**src/rtl/program_load_controller.sv**
```systemverilog
// Program download sequencer: parses a length-prefixed little-endian image from the UART
// byte stream, writes it word by word into program memory, then gates the core run flag.
//
// state   | meaning
// --------+-----------------------------------------------------------------
// IDLE    | waiting for length[7:0] of a new image (LEN0 byte)
// LEN1    | waiting for length[15:8]; validates the length
// LOAD    | packing bytes into words and writing them to program memory
// START   | one-cycle pipeline flush before the core is released
// RUN     | core running; incoming bytes are ignored
// DONE    | core finished; next byte starts a new image
// ERR     | abort: flags load_error, drops the partial word, back to IDLE
module program_load_controller #(
    parameter int unsigned MEM_WORDS      = 1024,
    parameter int unsigned TIMEOUT_CYCLES = 1000000,
    parameter logic [31:0] BASE_ADDR      = 32'h0
) (
    input  logic        clk,
    input  logic        reset_n,
    input  logic        rx_valid,
    input  logic [7:0]  rx_byte,
    input  logic        run_finished,
    output logic        mem_we,
    output logic [31:0] mem_addr,
    output logic [31:0] mem_wdata,
    output logic        run,
    output logic        core_flush,
    output logic [15:0] words_loaded,
    output logic        load_error
);

    localparam int unsigned   TW      = $clog2(TIMEOUT_CYCLES + 1);
    localparam logic [TW-1:0] TO_LAST = TW'(TIMEOUT_CYCLES - 1);
    localparam logic [16:0]   MAX_LEN = 17'(MEM_WORDS);

    typedef enum logic [2:0] {
        S_IDLE,
        S_LEN1,
        S_LOAD,
        S_START,
        S_RUN,
        S_DONE,
        S_ERR
    } state_t;

    state_t        state;
    logic [15:0]   length;
    logic [15:0]   word_index;
    logic [1:0]    byte_cnt;
    logic [23:0]   partial;
    logic [TW-1:0] timeout_cnt;
    logic          last_wr;
    logic [15:0]   len_full;

    assign len_full = {rx_byte, length[7:0]};

    always_ff @(posedge clk) begin
        if (!reset_n) begin
            state        <= S_IDLE;
            length       <= '0;
            word_index   <= '0;
            byte_cnt     <= '0;
            partial      <= '0;
            timeout_cnt  <= '0;
            last_wr      <= 1'b0;
            mem_we       <= 1'b0;
            mem_addr     <= BASE_ADDR;
            mem_wdata    <= '0;
            run          <= 1'b0;
            core_flush   <= 1'b0;
            words_loaded <= '0;
            load_error   <= 1'b0;
        end else begin
            mem_we     <= 1'b0;
            core_flush <= 1'b0;
            case (state)
                S_IDLE, S_DONE: begin
                    if (rx_valid) begin
                        length       <= {8'h00, rx_byte};
                        load_error   <= 1'b0;
                        words_loaded <= '0;
                        timeout_cnt  <= '0;
                        state        <= S_LEN1;
                    end
                end
                S_LEN1: begin
                    if (rx_valid) begin
                        length      <= len_full;
                        timeout_cnt <= '0;
                        if (len_full == 16'd0 || {1'b0, len_full} > MAX_LEN) begin
                            state <= S_ERR;
                        end else begin
                            state      <= S_LOAD;
                            word_index <= '0;
                            byte_cnt   <= '0;
                            partial    <= '0;
                            last_wr    <= 1'b0;
                        end
                    end else if (timeout_cnt == TO_LAST) begin
                        state <= S_ERR;
                    end else begin
                        timeout_cnt <= timeout_cnt + 1'b1;
                    end
                end
                S_LOAD: begin
                    // last_wr holds state in LOAD for the final write cycle, so mem_we stays inside LOAD
                    if (last_wr) begin
                        last_wr    <= 1'b0;
                        core_flush <= 1'b1;
                        state      <= S_START;
                    end else if (rx_valid) begin
                        timeout_cnt <= '0;
                        byte_cnt    <= byte_cnt + 2'd1;
                        case (byte_cnt)
                            2'd0: partial[7:0]   <= rx_byte;
                            2'd1: partial[15:8]  <= rx_byte;
                            2'd2: partial[23:16] <= rx_byte;
                            2'd3: begin
                                mem_we       <= 1'b1;
                                mem_wdata    <= {rx_byte, partial};
                                mem_addr     <= BASE_ADDR + {14'd0, word_index, 2'b00};
                                words_loaded <= words_loaded + 16'd1;
                                partial      <= '0;
                                // word_index stays at length-1 so it never reaches MEM_WORDS
                                if (words_loaded + 16'd1 == length) begin
                                    last_wr <= 1'b1;
                                end else begin
                                    word_index <= word_index + 16'd1;
                                end
                            end
                            default: ;
                        endcase
                    end else if (timeout_cnt == TO_LAST) begin
                        state <= S_ERR;
                    end else begin
                        timeout_cnt <= timeout_cnt + 1'b1;
                    end
                end
                S_START: begin
                    run   <= 1'b1;
                    state <= S_RUN;
                end
                S_RUN: begin
                    if (run_finished) begin
                        run   <= 1'b0;
                        state <= S_DONE;
                    end
                end
                S_ERR: begin
                    load_error  <= 1'b1;
                    partial     <= '0;
                    byte_cnt    <= '0;
                    timeout_cnt <= '0;
                    last_wr     <= 1'b0;
                    state       <= S_IDLE;
                end
                default: state <= S_IDLE;
            endcase
        end
    end

endmodule

```
**config.mk**
```make
export PLATFORM = sky130hd
export DESIGN_NAME = program_load_controller
export DESIGN_NICKNAME = d
export VERILOG_FILES = /design/src/rtl/program_load_controller.sv
export SDC_FILE = /design/constraint.sdc
export NUM_CORES = 1
export LEC_CHECK = 0
export BUFFER_PORTS_ARGS = -buffer_cell sky130_fd_sc_hd__buf_2
export CAP_MARGIN = 20
export CORE_MARGIN = 2
export CORE_UTILIZATION = 34
export CTS_CLUSTER_DIAMETER = 50
export DETAILED_ROUTE_END_ITERATION = 10
export PLACE_DENSITY_LB_ADDON = 0.25
export REMOVE_ABC_BUFFERS = 1
export SYNTH_ARGS = -nofsm -noshare
export SYNTH_HDL_FRONTEND = slang
export SYNTH_SLANG_ARGS = --single-unit
```
**constraint.sdc**
```tcl
create_clock -name clk -period 3.3 [get_ports clk]
set_input_delay 0.66 -clock clk [delete_from_list [all_inputs] [get_ports clk]]
set_output_delay 0.66 -clock clk [all_outputs]
set_load 0.05 [all_outputs]
```
* Word-level counts from Yosys, hierarchy flattened
Index checks and enable logic that the tools add are counted.
** Word-level totals
- Flip-flop bits (word level) :: 150
- Input bits :: 12
- Output and inout bits :: 84
** Cells by class
- Add/subtract/negate cells :: 4
- $lt $le $gt $ge :: 1
- Eq/ne operators :: 23
- Mux-type cells :: 54
- Bitwise logic cells :: 5
- Reduce and logical (&&, ||, !) cells :: 28
** Operator list (number)
- two-way mux 16 bit :: 12
- two-way mux 24 bit :: 4
- one-hot mux 16 bit (2 select lines) :: 3
- two-way mux 20 bit :: 4
- one-hot mux 20 bit (4 select lines) :: 1
- one-hot mux 24 bit (3 select lines) :: 1
- one-hot mux 8 bit (2 select lines) :: 3
- adder 16 x 1 -> 16 bit (second input constant) :: 2
- two-way mux 3 bit :: 7
- adder 20 x 1 -> 20 bit (second input constant) :: 1
- equality test 20 bit (second input constant) :: 1
- AND reduction 6 bit :: 3
- equality test 16 bit :: 1
- greater-than comparator 16 x 11 -> 1 bit (second input constant) :: 1
- zero test 16 bit :: 1
- one-hot mux 3 bit (5 select lines) :: 1
- AND reduction 3 bit :: 5
- != test 2 bit (second input constant) :: 7
- two-way mux 1 bit :: 10
- AND reduction 5 bit :: 2
- nonzero test 2 bit :: 5
- equality test 3 bit (second input constant) :: 3
- != test 3 x 1 -> 1 bit (second input constant) :: 3
- two-way mux 2 bit :: 4
- other kinds (21) :: 30

* Longest topological paths before layout
Gate-level depths: netlist of run 1.
- Depth in word-level cells :: 7
- Depth in mapped cells :: 11
- Mapped depth without buffers :: 8

* Worst setup path before layout of run 1
OpenSTA, ideal clock, no wires.
- Path kind :: register to register
- Start :: reg words_loaded[0]
- End :: reg word_index[13]
- Arrival :: 2941 ps
- Data required time :: 3172 ps
- Slack :: 231 ps
- Cell stages (with the launch flop) :: 12
- Path buffers :: 3
- Clock period less this slack :: 3069 ps
- Path through :: dfxtp_1 > ha_1 > buf_2 > and4_1 > and3_1 > nor3b_1 > or4_1 > or3_1 > buf_6 > buf_6 > o21ai_1 > o211ai_1
** Between the ends
- Longest elaborated chain between the ends :: 4
** Ends and longest elaborated chain
- start, declared :: line 28 : output logic [15:0] words_loaded,
- start signal, assigned :: line 122 : words_loaded <= words_loaded + 16'd1;
- adder 16 x 1 -> 16 bit :: line 125 : if (words_loaded + 16'd1 == length) begin
- equality test 16 bit :: line 125
- != test 2 bit (no source line)
- AND reduction 7 bit (no source line)
- end signal, assigned :: line 128 : word_index <= word_index + 16'd1;
- end, declared :: line 48 : logic [15:0] word_index;
Every way passes these cells.
A chain may end at the register's enable or synchronous reset.

* Worst setup path after layout of run 1
- Start :: reg words_loaded[1]
- End :: reg word_index[5]
The elaborated chain is that of the path after synthesis.

==> results.ini, run 1 <==
[clock_network]
cts_buffers = 17
post_cts_buffers = 0
clock_latency_ps = 430
clock_path_buffers = 2
tritoncts = built
cts.sinks = 150
postCtsHoldBufs = 0
cts_root_buf = clkbuf_16
htree_levels = 4
cts_resized = 0
clkTransAtPathRegs_ps = 70

[finish]
fin_area_mm2 = 0.008499
layout-drive-gt1-share = 0.1557
seqCellArea_mm2 = 0.003003
area_growth_pct = 17.00
fillCellCount = 2167
multi_input_area_mm2 = 0.003875
num-nets-final = 995
antenna_cells = 0
stdcell_count = 1264

[logic_synthesis]
ys_async_sr_fraction = 0
synth-edff-count = 0
synth.distinct_cells = 67
netlist_top_cells_area = dfxtp_1 41%, nand2_1 7.7%, nor2_1 5.3%, a21oi_1 5.2%, mux2i_1 4.8%
syn_area_mm2 = 0.007264
ys_ff_latch = 150
synth-main-ff-cell = dfxtp_1
avgSynthCellArea_um2 = 7.957
yosysWarnings = 0
synth_cells = 913
synth_top_area_cell = dfxtp_1
ys_seq_area_frac = 0.4134
yosys.area.top_type_share = 0.4134

[timing]
slew_violations = 0
fin_crit_ps = 3089
rsz0062_at_grt = false
post-route-period-util = 0.9359
skew_ps = 10.26
max_freq_ghz = 0.3238
hold_viol = 0
setup_slack_ps = 211.4
slew_headroom = 0.5110
setup_viol = 0
finalHoldWorstSlack_ps = 449.7
worst_pin_slew_ps = 733.5

[worst_setup_path]
setup.worst_path.start_class = register
crit_type = register to register
crit_path_max_incr_delay_ps = 560
worst_ep_arrival_time_ps = 3390
cpMaxStageDelayCell = or4_1
crit_fanout = 9
worstPathCellList = ha_1 > and4_1 > and3_1 > nor3b_1 > or4_1 > or3_1 > buf_4 > o21ai_1 > o211ai_1
setup.worst_path.end_class = register
cp.required_ps = 3600

[floorplanning]
die_h_um = 150.2
fp.dieW_um = 150.2
initial_utilization = 0.3456
rows = 53
io_pins = 96
core-area_mm2 = 0.02102
die_area_mm2 = 0.02255

[power]
powerDensity_mw_per_mm2 = 514.1
peakVddDrop_mv = 0.3486
p_leak_nw = 3.282
p_total_mw = 4.369

[routing]
drtIter0Drc = 424
routed_wl_mm = 18.94
wl_per_cell_um = 14.99
drt-vias-per-instance = 5.140
detail-route-antenna-nets = 0
post-route-drc-count = 0
first_pass_iters = 6
vias = 6497

[global_routing]
grt_pass1_vias = 6108
grt_overflow = 0
antenna_found_initial = 0
grt_pass1_wl_mm = 31.28
gr-usage-all-layers = 0.1724
grt_start_max_net_pins = 72

[status]
outcome = completed

[worst_hold_path]
hold_path_class = register to register

[flow_run]
maxCapViolCount = 0

[place]
dp.final_hpwl_mm = 12.69
place_ws_ps = 272.9
routabilityCongestion = 0.8975
postPlaceCellArea_mm2 = 0.007889
dpl.cell_count = 1232
port-buffer-count = 79

==> synthesized netlist by cell type, types with 6 or more instances <==
library cell	count
clkbuf_1	46
buf_4	18
nand3_1	32
a22oi_1	10
buf_2	10
o211ai_1	18
a21oi_1	75
nor4_1	6
xor2_1	22
and3_1	18
o21ai_0	35
ha_1	7
nor3_1	17
and2_1	15
and4_1	6
nor2_1	102
o21ai_1	8
nand3b_1	7
nand2b_1	11
nand4_1	12
mux2i_1	35
inv_1	13
or4_1	8
nand2_1	149
xnor2_1	10
dfxtp_1	150
==> worst max-delay path, delay by kind of cell, from the launching register on <==
kind	cells	cell delay [ps]
compound gates	2	240
fa+ha+maj	1	380
buf+inv	1	240
flops	1	440
simple gates	5	1630
==> worst paths after layout <==
check | start | end | slack (ps) | cells after the start
max | words_loaded[1] | word_index[5] | 210 | 9
min reg2reg | mem_addr[4] | mem_addr[4] | 450 | 2
max reg2reg | words_loaded[1] | word_index[5] | 210 | 9
min | mem_addr[4] | mem_addr[4] | 450 | 2
==> per-stage QoR <==
stage | setup TNS (ps) | util
global route | 0 | 0.4043
global placement | 0 | 0.3753
CTS | 0 | 0.4043
finish | 0 | 0.4043
detailed placement | 0 | 0.3753
floorplan | -127120 | -
==> final cells by class <==
class	instances	share of cell area
clock buffers	18	0.05049
clock inverters	14	0.02135
inverters	14	0.006330
multi-input cells	685	0.4559
flip-flops and latches	150	0.3533
well taps	275	0.04048
repair buffers	108	0.07213
==> metal layers <==
layer | up-vias | global-route usage | routed length [um]
li1 | 3271 | - | -
met1 | 3063 | 0.2390 | 9282
met2 | 141 | 0.2708 | 8604
met3 | 22 | 0.03576 | 813
met4 | 0 | 0.05000 | 244
met5 | - | 0 | 0
==> kinds of logic (layout without fill, tap and decap cells) <==
kind of cell	Yosys count	in the layout	synth area share
simple gates	408	408	0.2685
xor+xnor	32	32	0.03858
fa+ha+maj	7	7	0.01206
mux	36	36	0.04978
buf+inv	93	154	0.06235
other cells	1	16	0.0005162
compound gates	186	186	0.1548
flops	150	150	0.4134
==> cell usage in the layout, fill, tap and decap left out, types with 11 or more instances in the layout <==
cell       synthesis  layout
nand4_1           12      12
nor3_1            17      16
clkbuf_16          0      17
and2_1            15      15
xor2_1            22      22
mux2i_1           35      35
dfxtp_1          150     150
nand3_1           32      31
a21oi_1           75      75
buf_4             18      29
nor2_1           102     102
nand2_1          149     149
and3_1            18      18
nand2b_1          11      11
inv_1             13      13
o211ai_1          18      18
conb_1             1      16
buf_2             10      79
o21ai_0           35      35
==> registers in the layout, summed over array words and instances (netlist names), 2 cells and up <==
| register | cells |
|---|---|
| word_index | 16 |
| mem_addr | 16 |
| length | 16 |
| byte_cnt | 2 |
| mem_wdata | 32 |
| state | 3 |
| partial | 24 |
| timeout_cnt | 20 |
| words_loaded | 16 |
==> power breakdown <==
| group | switching, mW | internal (mW) | leakage, nW |
|---|---|---|---|
| clock network | 0.874 | 1.15 | 0.297 |
| logic | 0.312 | 0.150 | 1.78 |
| registers | 0.0426 | 1.84 | 1.21 |
(Power assumes the default switching activity.)
==> run 2, diff against run 1 <==
--- a/config.mk
+++ b/config.mk
@@ -7,11 +7,13 @@
 export LEC_CHECK = 0
 export BUFFER_PORTS_ARGS = -buffer_cell sky130_fd_sc_hd__buf_2
 export CAP_MARGIN = 20
+export CELL_PAD_IN_SITES_DETAIL_PLACEMENT = 0
+export CELL_PAD_IN_SITES_GLOBAL_PLACEMENT = 2
 export CORE_MARGIN = 2
 export CORE_UTILIZATION = 34
 export CTS_CLUSTER_DIAMETER = 50
 export DETAILED_ROUTE_END_ITERATION = 10
-export PLACE_DENSITY_LB_ADDON = 0.25
+export PLACE_DENSITY = 0.78
 export REMOVE_ABC_BUFFERS = 1
 export SYNTH_ARGS = -nofsm -noshare
 export SYNTH_HDL_FRONTEND = slang
==> constraint.sdc (replaced) <==
create_clock -name clk -period 3.7 [get_ports clk]
set_input_delay 0.74 -clock clk [delete_from_list [all_inputs] [get_ports clk]]
set_output_delay 0.74 -clock clk [all_outputs]
set_load 0.05 [all_outputs]
==> run 2 against run 1 <==
Worst hold slack is essentially flat. Highest routed layer unchanged. Critical path type unchanged. Maximum frequency shrank 5.1%. Largest power group unchanged. Core utilization shrank 0.48 points. Critical endpoint is now word_index[14]. Largest cell class unchanged.
==> results.ini, run 2 (synthesis gave the netlist of run 1 again) <==
[routing]
detail-route-antenna-nets = 0  ; unchanged
routed_wl_mm = 19.55  ; +3.2%
first_pass_iters = 4  ; -2
wl_per_cell_um = 15.63  ; +4.3%
vias = 6291  ; -3.2%
drtIter0Drc = 253  ; -40%
drt-vias-per-instance = 5.029  ; -2.2%
post-route-drc-count = 0  ; unchanged

[global_routing]
grt_start_max_net_pins = 70  ; -2.8%
gr-usage-all-layers = 0.1795  ; +0.007106
grt_overflow = 0  ; unchanged
grt_pass1_vias = 6109  ; +0.016%
grt_pass1_wl_mm = 32.41  ; +3.6%
antenna_found_initial = 0  ; unchanged

[place]
place_ws_ps = 445.0  ; +172.1 ps
routabilityCongestion = 0.8444  ; -5.9%
port-buffer-count = 79  ; unchanged
dp.final_hpwl_mm = 12.81  ; +0.95%
dpl.cell_count = 1219  ; -1.1%

[timing]
rsz0062_at_grt = false
post-route-period-util = 0.8795  ; -0.05649
finalHoldWorstSlack_ps = 450.0  ; +0.2780 ps
fin_crit_ps = 3254  ; +165.4 ps
setup_slack_ps = 446.0  ; +234.6 ps
slew_violations = 0  ; unchanged
slew_headroom = 0.4837  ; -0.02726
setup_viol = 0  ; unchanged
max_freq_ghz = 0.3073  ; -5.1%
fin_setup_tns_ps = 0  ; unchanged
worst_pin_slew_ps = 774.4  ; +40.89 ps
skew_ps = 10.78  ; +0.5187 ps
hold_viol = 0  ; unchanged

[worst_setup_path]
path_delay_family = simple AND/OR/NAND/NOR gates
setup.worst_path.start_class = register
crit_type = register to register
crit_buf_inv = 0  ; -1
worstPathCellList = ha_1 > and4_1 > and3_1 > nor3b_1 > or4_1 > or3_1 > o21ai_0 > o32ai_1
cpMaxStageDelayCell = or3_1
crit_path_max_incr_delay_ps = 620  ; +60 ps
setup.worst_path.end_class = register
worst_ep_arrival_time_ps = 3550  ; +160 ps
cp.required_ps = 3990  ; +390 ps
crit_fanout = 16  ; +7

[clock_network]
post_cts_buffers = 0  ; unchanged
htree_levels = 4  ; unchanged
cts_buffers = 17  ; unchanged
tritoncts = built
clock_latency_ps = 420  ; about the same
clock_path_buffers = 2  ; unchanged
cts_root_buf = clkbuf_16
postCtsHoldBufs = 0  ; unchanged
clkTransAtPathRegs_ps = 70  ; about the same
cts_resized = 0  ; unchanged
cts.sinks = 150  ; unchanged

[power]
p_clk_frac = 0.464  ; about the same
powerDensity_mw_per_mm2 = 463.9  ; -9.8%
p_total_mw = 3.896  ; -11%
power_switching_share = 0.2815  ; +0.0003818
power_frac_comb = 0.106  ; about the same
power.switching_mw = 1.097  ; -11%
p_int_mw = 2.799  ; -11%
peakVddDrop_mv = 0.3166  ; -9.2%
p_leak_nw = 3.217  ; -2.0%
seqPwrFrac = 0.430  ; about the same

[finish]
stdcell_count = 1251  ; -1.0%
num-nets-final = 982  ; -1.3%
top_register = mem_wdata
largest_reg_flops = 32  ; unchanged
final_common_cell = dfxtp_1
fillCellCount = 2207  ; +1.8%
layout-drive-gt1-share = 0.1445  ; -0.01125
reg_top3 = mem_wdata x32, partial x24, timeout_cnt x20
antenna_cells = 0  ; unchanged
final_cell_mix = 150 x dfxtp_1, 149 x nand2_1, 102 x nor2_1, 79 x buf_2, 75 x a21oi_1
area_growth_pct = 15.60

[floorplanning]
io_pins = 96  ; unchanged
core-area_mm2 = 0.02102  ; unchanged
fp.dieW_um = 150.2  ; unchanged
rows = 53  ; unchanged
initial_utilization = 0.3456  ; unchanged
die_h_um = 150.2  ; unchanged
die_area_mm2 = 0.02255  ; unchanged

[flow_run]
maxCapViolCount = 0  ; unchanged

[worst_hold_path]
hold_path_class = register to register

[status]
outcome = completed

## run 2: cell count changes in the layout (fill, tap and decap cells not counted), sizes merged
| cell | delta |
|---|---|
| buf | -13 |
| clkinvlp | -1 |
| inv | +1 |
## run 2: worst register-to-register path: cells and delay by family, from the launching register on
family | cells | cell delay (ps)
and+or+nand+nor | 5 | 1800
AOI/OAI and AO/OA | 2 | 470
DFF | 1 | 480
adders and majority gates | 1 | 380
## run 2: layout make-up
type                    count  area, um2  share of cell area
clock buffers              18      429.2             0.05110
clock inverters            14      177.7             0.02116
inverters                  14      53.80            0.006406
multi-input cells         685       3875              0.4614
flip-flops and latches    150       3003              0.3576
well taps                 275      344.1             0.04097
repair buffers             95      515.5             0.06138
## run 2: layer usage
metal,vias to the layer above,share of wire,GRT usage
met1,2958,0.49,0.2429
met3,12,0.032,0.03697
li1,3235,-,-
met2,86,0.47,0.2918
met5,-,0,0
met4,0,0.0089,0.04717
## run 2: metrics by stage
stage | area, um2 | util
6_report | 8398 | 0.3995
5_1_grt | 8398 | 0.3995
4_1_cts | 8398 | 0.3995
3_5_place_dp | 7791 | 0.3706
3_3_place_gp | 7791 | 0.3706
2_1_floorplan | 6920 | -
## run 2: power groups by stage
stage                     registers, mW  logic, mW  clock network (mW)
after floorplan                    1.71      0.268                   0
after global placement             1.71      0.415                   0
after detailed placement           1.71      0.414                   0
after CTS                          1.68      0.416                1.86
after global routing               1.68      0.457                1.93
final                              1.68      0.412                1.81
## run 2: path summary, 6_finish.rpt
kind | startpoint | end | slack [ps] | cells past startpoint
worst min-delay path | mem_addr[7] | mem_addr[7] | 450 | 2
worst min register to register | mem_addr[7] | mem_addr[7] | 450 | 2
worst max register to register | words_loaded[0] | word_index[14] | 450 | 8
worst max-delay path | words_loaded[0] | word_index[14] | 450 | 8
==> run 3, diff against run 2 <==
--- a/config.mk
+++ b/config.mk
@@ -10,10 +10,11 @@
 export CELL_PAD_IN_SITES_DETAIL_PLACEMENT = 0
 export CELL_PAD_IN_SITES_GLOBAL_PLACEMENT = 2
 export CORE_MARGIN = 2
-export CORE_UTILIZATION = 34
+export CORE_UTILIZATION = 31
 export CTS_CLUSTER_DIAMETER = 50
 export DETAILED_ROUTE_END_ITERATION = 10
-export PLACE_DENSITY = 0.78
+export HOLD_SLACK_MARGIN = 0.06
+export PLACE_DENSITY = 0.75
 export REMOVE_ABC_BUFFERS = 1
 export SYNTH_ARGS = -nofsm -noshare
 export SYNTH_HDL_FRONTEND = slang
==> constraint.sdc (replaced) <==
create_clock -name clk -period 2.8 [get_ports clk]
set_input_delay 0.56 -clock clk [delete_from_list [all_inputs] [get_ports clk]]
set_output_delay 0.56 -clock clk [all_outputs]
set_load 0.05 [all_outputs]
==> run 3 against run 2 <==
Clock skew increased by 2.8 ps. Worst setup slack worse by 340 ps. Sequential share of layout area shrank 2.0 points. Non-clock buffer count rose by 45. Via count is 4.3% higher. Cell area rose by 6.1%. Core utilization shrank 1.7 points. Maximum frequency is 21% higher.
==> results.ini, run 3 (synthesis gave the netlist of run 1 again) <==
[status]
outcome = completed

[worst_setup_path]
worst_ep_arrival_time_ps = 3000  ; -550 ps
crit_type = register to register
crit_fanout = 15  ; -1
cp-startpoint = words_loaded[3]
setup.worst_path.start_class = register
cp.required_ps = 3110  ; -880 ps
setup.worst_path.end_class = register
ff2ff_setup_slack_ps = 100  ; -340 ps
r2r-start = words_loaded[3]

[finish]
area_growth_pct = 22.63
multi_input_area_mm2 = 0.003894  ; +0.48%
final_common_cell = nand2_1
final_cell_mix = 149 x nand2_1, 148 x dfxtp_1, 102 x nor2_1, 79 x buf_2, 75 x a21oi_1
largest_reg_flops = 32  ; unchanged
layout-drive-gt1-share = 0.1881  ; +0.04358
num-nets-final = 1027  ; +4.6%
seqCellArea_mm2 = 0.003005  ; about the same
fin_area_mm2 = 0.008909  ; +6.1%
reg_top3 = mem_wdata x32, partial x24, timeout_cnt x20
fillCellCount = 2486  ; +13%
antenna_cells = 0  ; unchanged
top_register = mem_wdata
fin_util = 0.3830  ; -0.01654

[clock_network]
cts_buffers = 17  ; unchanged
postCtsHoldBufs = 0  ; unchanged
clock_path_buffers = 2  ; unchanged
clkTransAtPathRegs_ps = 80  ; about the same
tritoncts = built
clock_latency_ps = 440  ; +20 ps
htree_levels = 4  ; unchanged
post_cts_buffers = 0  ; unchanged
cts.sinks = 150  ; unchanged
cts_root_buf = clkbuf_16

[timing]
skew_ps = 13.60  ; +2.823 ps
worst_pin_slew_ps = 547.4  ; -227.0 ps
slew_headroom = 0.6317  ; +0.1480
max_freq_ghz = 0.3709  ; +21%
hold_viol = 0  ; unchanged
rsz0062_at_grt = false
fin_crit_ps = 2696  ; -557.6 ps
fin_setup_tns_ps = 0  ; unchanged
slew_violations = 0  ; unchanged
post-route-period-util = 0.9630  ; +0.08353
setup_viol = 0  ; unchanged

[floorplanning]
rows = 56  ; +5.7%
core-area_mm2 = 0.02326  ; +11%
fp.dieW_um = 157.1  ; +4.6%
io_pins = 96  ; unchanged
die_h_um = 157.1  ; +4.6%
initial_utilization = 0.3123  ; -0.03329
die_area_mm2 = 0.02467  ; +9.4%

[routing]
routed_wl_mm = 20.55  ; +5.1%
drt-vias-per-instance = 4.896  ; -2.6%
post-route-drc-count = 0  ; unchanged
drtIter0Drc = 417  ; +65%
wl_per_cell_um = 15.34  ; -1.9%
first_pass_iters = 5  ; +1
vias = 6561  ; +4.3%
detail-route-antenna-nets = 0  ; unchanged

[power]
p_total_mw = 5.258  ; +35%
p_leak_nw = 3.494  ; +8.6%
peakVddDrop_mv = 0.3556  ; +12%
powerDensity_mw_per_mm2 = 590.2  ; +27%

[place]
routabilityCongestion = 0.8037  ; -4.8%
postPlaceCellArea_mm2 = 0.008259  ; +6.0%
port-buffer-count = 79  ; unchanged
dp.final_hpwl_mm = 13.97  ; +9.0%

[global_routing]
antenna_found_initial = 0  ; unchanged
grt_pass1_vias = 6205  ; +1.6%
grt_start_max_net_pins = 108  ; +54%
gr-usage-all-layers = 0.1689  ; -0.01065
grt_overflow = 0  ; unchanged
grt_pass1_wl_mm = 33.24  ; +2.6%

[flow_run]
maxCapViolCount = 0  ; unchanged

[worst_hold_path]
worst_hold_startpoint = rx_byte[3]
hold_path_class = input port to register

run 3: final cells by class:
cell class              instances  share of cell area
clock buffers                  17             0.04775
clock inverters                15             0.02275
inverters                      14            0.006039
multi-input cells             685              0.4371
flip-flops and latches        150              0.3374
well taps                     319             0.04480
repair buffers                140              0.1042
run 3: metrics by stage:
step,hold WS [ps],worst slack (ps),cells
final,417.8,103.6,1340
after global routing,431.7,0.2027,1340
after CTS,407.7,5.836,1340
after detailed placement,443.7,40.65,1308
after global placement,438.2,-4.825,1308
after floorplan,431.3,-3156,849
run 3: where the power goes:
| group | switching (mW) | total, mW | internal, mW |
|---|---|---|---|
| logic | 0.393 | 0.616 | 0.223 |
| clock network | 1.13 | 2.43 | 1.30 |
| registers | 0.0482 | 2.21 | 2.17 |
run 3: path summary, 6_finish.rpt:
check / end / cells after the start
worst min register to register: mem_addr[12] / 2
worst max-delay path: word_index[12] / 9
worst max register to register: word_index[12] / 9
worst min-delay path: mem_wdata[27] / 3
run 3: worst max-delay path, cell delays in order, from the launching register on:
cell and delay, ps:
dfxtp_1 510, nand4_2 240, nor4_1 290, buf_4 190
mux2i_1 230, o2111ai_1 190, or3_4 460, buf_12 170
o211ai_1 190, o211ai_1 110
run 3: repair_timing:
| item | 4_1_cts | 5_1_grt |
|---|---|---|
| setup endpoints to repair | 2 | 17 |
| gates cloned | 0 | 0 |
| pin swaps | 0 | 5 |
| resized for setup | 2 | 6 |
run 3: layer usage:
| layer | vias to the layer above | global-route usage | share of wire |
|---|---|---|---|
| met4 | 0 | 0.04805 | 0.011 |
| met2 | 119 | 0.2659 | 0.45 |
| met3 | 16 | 0.03744 | 0.045 |
| met1 | 3086 | 0.2323 | 0.49 |
| met5 | - | 0 | 0 |
| li1 | 3340 | - | - |
